### src/rtl/lfsr_stepper.sv
// Button-driven Galois LFSR with hold, single-step, divided-run and full-rate modes, seed load, lock-up recovery and period measurement.
// Latency: a clean press reaches out after 2+DEB_CYCLES+1 clocks; free-run steps land one clock after the divider hit. No backpressure: every event is consumed at once.
// Optional LFSR_REVERSE_EN: mode 11 becomes reverse-step-on-button instead of full-rate forward run.

module lfsr_stepper_btn #(
    parameter int DEB_CYCLES = 16
) (
    input  logic clk,
    input  logic rst,
    input  logic i_btn,
    output logic o_ev
);
    logic        r_s1;
    logic        r_s2;
    logic        r_lvl;
    logic        r_lvl_q;
    logic [15:0] r_cnt;

    // Level only moves after DEB_CYCLES consecutive disagreeing samples; any agreement restarts.
    always_ff @(posedge clk or negedge rst) begin
        if (!rst) begin
            r_s1    <= 1'b0;
            r_s2    <= 1'b0;
            r_lvl   <= 1'b0;
            r_lvl_q <= 1'b0;
            r_cnt   <= '0;
        end else begin
            r_s1    <= i_btn;
            r_s2    <= r_s1;
            r_lvl_q <= r_lvl;
            if (r_s2 != r_lvl) begin
                if (r_cnt == 16'(DEB_CYCLES - 1)) begin
                    r_lvl <= r_s2;
                    r_cnt <= '0;
                end else begin
                    r_cnt <= r_cnt + 16'd1;
                end
            end else begin
                r_cnt <= '0;
            end
        end
    end

    assign o_ev = r_lvl & ~r_lvl_q;
endmodule

module lfsr_stepper #(
    parameter int               WIDTH      = 8,
    parameter logic [WIDTH-1:0] TAPS       = 8'hB8,
    parameter int               SEED       = 1,
    parameter int               DEB_CYCLES = 16,
    parameter int               DIV        = 4
) (
    input  logic             clk,
    input  logic             rst,
    input  logic             btn_step,
    input  logic             btn_load,
    input  logic [1:0]       mode,
    input  logic [WIDTH-1:0] seed_in,
    output logic [WIDTH-1:0] out,
    output logic             step_pulse,
    output logic             lockup,
    output logic             period_done,
    output logic [15:0]      period
);
    localparam logic [WIDTH-1:0] SEED_V = WIDTH'(SEED);

    logic             w_step_ev;
    logic             w_load_ev;
    logic             w_div_hit;
    logic             w_fwd;
    logic [WIDTH-1:0] w_fwd_nxt;

    logic [WIDTH-1:0] r_out;
    logic [WIDTH-1:0] r_ref;
    logic [15:0]      r_cnt;
    logic [15:0]      r_div;
    logic [15:0]      r_period;
    logic             r_step_pulse;
    logic             r_lockup;
    logic             r_period_done;

    lfsr_stepper_btn #(.DEB_CYCLES(DEB_CYCLES)) u_btn_step (
        .clk   (clk),
        .rst   (rst),
        .i_btn (btn_step),
        .o_ev  (w_step_ev)
    );

    lfsr_stepper_btn #(.DEB_CYCLES(DEB_CYCLES)) u_btn_load (
        .clk   (clk),
        .rst   (rst),
        .i_btn (btn_load),
        .o_ev  (w_load_ev)
    );

    assign w_div_hit = (r_div == 16'(DIV - 1));
    assign w_fwd_nxt = (r_out >> 1) ^ (r_out[0] ? TAPS : '0);

`ifdef LFSR_REVERSE_EN
    logic             w_rev;
    logic [WIDTH-1:0] w_rev_mix;
    logic [WIDTH-1:0] w_rev_nxt;

    assign w_rev_mix = r_out ^ (r_out[WIDTH-1] ? TAPS : '0);
    assign w_rev_nxt = {w_rev_mix[WIDTH-2:0], r_out[WIDTH-1]};

    always_comb begin
        w_fwd = 1'b0;
        w_rev = 1'b0;
        case (mode)
            2'b01:   w_fwd = w_step_ev;
            2'b10:   w_fwd = w_div_hit;
            2'b11:   w_rev = w_step_ev;
            default: ;
        endcase
    end
`else
    always_comb begin
        w_fwd = 1'b0;
        case (mode)
            2'b01:   w_fwd = w_step_ev;
            2'b10:   w_fwd = w_div_hit;
            2'b11:   w_fwd = 1'b1;
            default: ;
        endcase
    end
`endif

    always_ff @(posedge clk or negedge rst) begin
        if (!rst) begin
            r_div <= '0;
        end else if (mode != 2'b10 || w_div_hit) begin
            r_div <= '0;
        end else begin
            r_div <= r_div + 16'd1;
        end
    end

    // Priority: load, then zero-state recovery, then any step.
    always_ff @(posedge clk or negedge rst) begin
        if (!rst) begin
            r_out         <= SEED_V;
            r_ref         <= SEED_V;
            r_cnt         <= '0;
            r_period      <= '0;
            r_step_pulse  <= 1'b0;
            r_lockup      <= 1'b0;
            r_period_done <= 1'b0;
        end else begin
            r_step_pulse  <= 1'b0;
            r_period_done <= 1'b0;
            if (w_load_ev) begin
                r_cnt <= '0;
                if (seed_in != '0) begin
                    r_out    <= seed_in;
                    r_ref    <= seed_in;
                    r_lockup <= 1'b0;
                end else begin
                    r_out    <= SEED_V;
                    r_ref    <= SEED_V;
                    r_lockup <= 1'b1;
                end
            end else if (r_out == '0) begin
                r_out    <= SEED_V;
                r_lockup <= 1'b1;
            end else if (w_fwd) begin
                r_out        <= w_fwd_nxt;
                r_step_pulse <= 1'b1;
                // A saturated counter freezes period reporting until the next load.
                if (r_cnt != 16'hFFFF) begin
                    if (w_fwd_nxt == r_ref) begin
                        r_period      <= r_cnt + 16'd1;
                        r_period_done <= 1'b1;
                        r_cnt         <= '0;
                    end else begin
                        r_cnt <= r_cnt + 16'd1;
                    end
                end
            end
`ifdef LFSR_REVERSE_EN
            else if (w_rev) begin
                r_out        <= w_rev_nxt;
                r_step_pulse <= 1'b1;
                r_cnt        <= r_cnt - 16'd1;
            end
`endif
        end
    end

    assign out         = r_out;
    assign step_pulse  = r_step_pulse;
    assign lockup      = r_lockup;
    assign period_done = r_period_done;
    assign period      = r_period;
endmodule

### config.mk
export PLATFORM = sky130hd
export DESIGN_NAME = lfsr_stepper
export DESIGN_NICKNAME = d
export VERILOG_FILES = /design/src/rtl/lfsr_stepper.sv
export SDC_FILE = /design/constraint.sdc
export NUM_CORES = 1
export LEC_CHECK = 0
export BUFFER_PORTS_ARGS = -buffer_cell sky130_fd_sc_hd__buf_4
export CAP_MARGIN = 5
export CORE_ASPECT_RATIO = 1.25
export CORE_UTILIZATION = 55
export DETAILED_ROUTE_END_ITERATION = 16
export PLACE_DENSITY = 0.73
export SKIP_LAST_GASP = 1
export SYNTH_ARGS = -nofsm -noshare
export SYNTH_HDL_FRONTEND = slang
export SYNTH_HIERARCHICAL = 1
export SYNTH_SLANG_ARGS = --single-unit
### constraint.sdc
create_clock -name clk -period 3.95 [get_ports clk]
set_input_delay 0.395 -clock clk [delete_from_list [all_inputs] [get_ports clk]]
set_output_delay 0.395 -clock clk [all_outputs]
set_load 0.1 [all_outputs]
==> flow_summary.ini <==
[timing]
max_freq_mhz = 385.7
final-hold-violation-count = 0
timing.slew.headroom_pct = 47.34
rsz0062_at_grt = false
finalClockSkew_ns = 0.006834
slew_violations = 0
timing.hold.ws_ns = 0.05445
min_period_ns = 2.593
setup_tns_ns = 0
setup_viol = 0
worstMarginPinSlew_ns = 0.7900
post-route-period-util_pct = 65.64

[worst_setup_path]
crit_path_start_kind = flop
critPathArrivalTime_ns = 2.87
worstSetupPathType = flop to flop
critPathRequiredTime_ns = 4.22
crit_end = r_cnt[5]$_DFFE_PN0P_
r2r_cells = 7
crit_path_max_fanout = 28
worstReg2RegStart = r_div[0]$_DFF_PN0_
startpoint = r_div[0]$_DFF_PN0_
endpoint_kind = flop
reg2reg_slack_ns = 1.36
timing.rr.end = r_cnt[5]$_DFFE_PN0P_

[clocking]
cts_tree = done
clock-sinks = 107
root_buffer = clkbuf_16
clkTransAtPathRegs_ns = 0.07
postCtsSetupBuffers = 0
cts-resized-gates = 0
clock_latency_ns = 0.35
cts_hold_buf = 0
h-tree-depth = 3
clockBufferDepth = 2
cts-buffers-inserted = 9

[power]
seqPwrFrac_pct = 43.2
p_int_uw = 1969
p_clk_share_pct = 34.2
power_leakage_uw = 0.002644
pwr-share-comb_pct = 22.7
switching_share_pct = 33.80
power_uw = 2974
powerDensity_nw_per_um2 = 496.3
ir_drop_v = 0.0003982
netSwitchingPower_uw = 1005

[place]
port_buffers = 40
gp_congestion = 0.8243
place_hpwl_mm = 7.101
placed_area_um2 = 5652

[cells_and_area]
syn_to_final_growth_pct = 13.59
drive_gt1_share_pct = 17.03
final_common_cell = dfrtp_1
design_area_um2 = 5993
num-nets-final = 571
nFillCells = 726
layout_common_cells = dfrtp_1, nor2_1, nand2_1, buf_4, xnor2_1
diodes = 0
finish.utilization_pct = 64.98

[synth]
synth.avg_cell_area_um2 = 10.25
async_reset_ff_share_pct = 100.0
ys.warnings.count = 6
netlist_top_cells_area = dfrtp_1, xnor2_1, nor2_1, xor2_1, nand2_1
ys.flop_type = dfrtp_1
ys_types = 46
synth_top_area_share_pct = 49.80
syn-cell-area_um2 = 5276
netlist_instances = 515
synth_edf_count = 0
ys_seq_elements = 107
synth_nets = 533
yosysTopAreaCell = dfrtp_1
yosysSeqAreaShare_pct = 50.79

[routing]
vias_per_cell = 5.565
detail_route.first_pass.iterations = 4
drt_iter0_markers = 175
drc = 0
routedWlPerCell_um = 14.84
wl_mm = 10.10
vias = 3790
postRouteAntennaNets = 0

[grt]
antenna_found_initial = 0
grtUsageMet2_pct = 36.41
gr-usage-met3_pct = 5.708
met1_usage_pct = 29.85
overflow = 0
grt_pass1_wl_mm = 17.47
top_usage_layer = met2
grt_pass1_vias = 3756
globalRouteTotalUtil_pct = 22.65
grt_start_max_net_pins = 48

[floorplan]
ios = 41
start_util_pct = 57.21
core.rowCount = 39
core_um2 = 9223
die_area_um2 = 9991
die_w_um = 89.61
fp.dieH_um = 111.5

[flow_run]
drv_cap = 0

[run_status]
status = finished clean

[worst_hold_path]
hold_path_class = input pin to async pin
[kinds of logic after synthesis]
group           count (synthesis)  share of synthesized area, %
simple gates                  225                         23.95
mux                            10                         2.063
xor+xnor                       68                         11.29
compound gates                 69                         7.826
buf+inv                        32                         3.130
fa+ha+maj                       4                        0.9486
flops                         107                         50.79
[metrics by stage]
| step | std cells | setup slack, ns |
|---|---|---|
| after detailed placement | 665 | 1.367 |
| after CTS | 681 | 1.365 |
| final | 681 | 1.357 |
| after global routing | 681 | 1.166 |
| after floorplan | 515 | 1.482 |
| after global placement | 665 | 1.492 |
[cells in the mapped netlist (2+ instances only)]
master / number
nand2_2: 2
buf_2: 6
inv_1: 15
ha_1: 4
mux2_2: 5
or4_1: 2
and3_2: 2
clkbuf_1: 5
nand2_1: 47
nand4_2: 4
nor4_4: 5
a31oi_1: 16
o21ai_1: 13
xor2_1: 26
mux2i_1: 3
nand4_1: 9
nand2b_1: 8
mux2_1: 2
buf_6: 5
nand3b_1: 3
dfrtp_1: 105
dfstp_2: 2
o21ai_0: 16
a21oi_1: 13
nor3_1: 14
o21a_1: 2
nand4_4: 2
nor2_1: 63
a22o_1: 2
nand3_1: 26
nor4_1: 8
xnor2_1: 42
nor2_2: 6
nor2b_1: 3
and3_1: 15
nor4_2: 4
[layout make-up]
class | instances | area, um2 | area share [%]
clock inverters | 6 | 112.6 | 1.879
flip-flops and latches | 107 | 2680 | 44.72
inverters | 15 | 56.30 | 0.9395
well taps | 123 | 153.9 | 2.568
multi-input cells | 376 | 2431 | 40.56
repair buffers | 44 | 330.3 | 5.511
clock buffers | 10 | 229.0 | 3.820
[worst max-delay path, cell delays in order, from the launching register on]
cell and delay [ns]:
dfrtp_1 0.39, ha_1 0.25, nor4b_4 0.26, a41oi_2 0.22, a211oi_2 0.28, o211a_1 0.73, a41oi_1 0.21, a31oi_1 0.17
[flip-flops by register name, indices dropped and copies added, names as in the netlist, 8 cells and up]
| signal | cells |
|---|---|
| u_btn_load/r_cnt | 16 |
| r_div | 16 |
| r_cnt | 16 |
| r_ref | 8 |
| u_btn_step/r_cnt | 16 |
| period | 16 |
| out | 8 |
[power by group through the flow]
stage / clock network, uW / logic [uW] / registers, uW
4_1_cts: 1040 / 679 / 1280
2_1_floorplan: 0 / 227 / 1580
6_report: 1020 / 674 / 1280
5_1_grt: 1080 / 715 / 1300
3_3_place_gp: 0 / 664 / 1300
3_5_place_dp: 0 / 678 / 1300
[metal layers]
metal	part of all wire (%)	wire, um	vias up
met5	0	0	-
met4	1.0	102	0
met3	2.8	280	10
met2	52	5303	49
met1	44	4417	1871
li1	-	-	1860
[worst min-delay path by stage]
stage / to
5_1_grt: out[1]$_DFFE_PN0P_
6_report: r_div[4]$_DFF_PN0_
3_3_place_gp: u_btn_load/r_s2$_DFF_PN0_
2_1_floorplan: lockup$_DFFE_PN0P_
3_5_place_dp: u_btn_load/r_s2$_DFF_PN0_
4_1_cts: out[1]$_DFFE_PN0P_
Power figures use the tool's default switching activity.
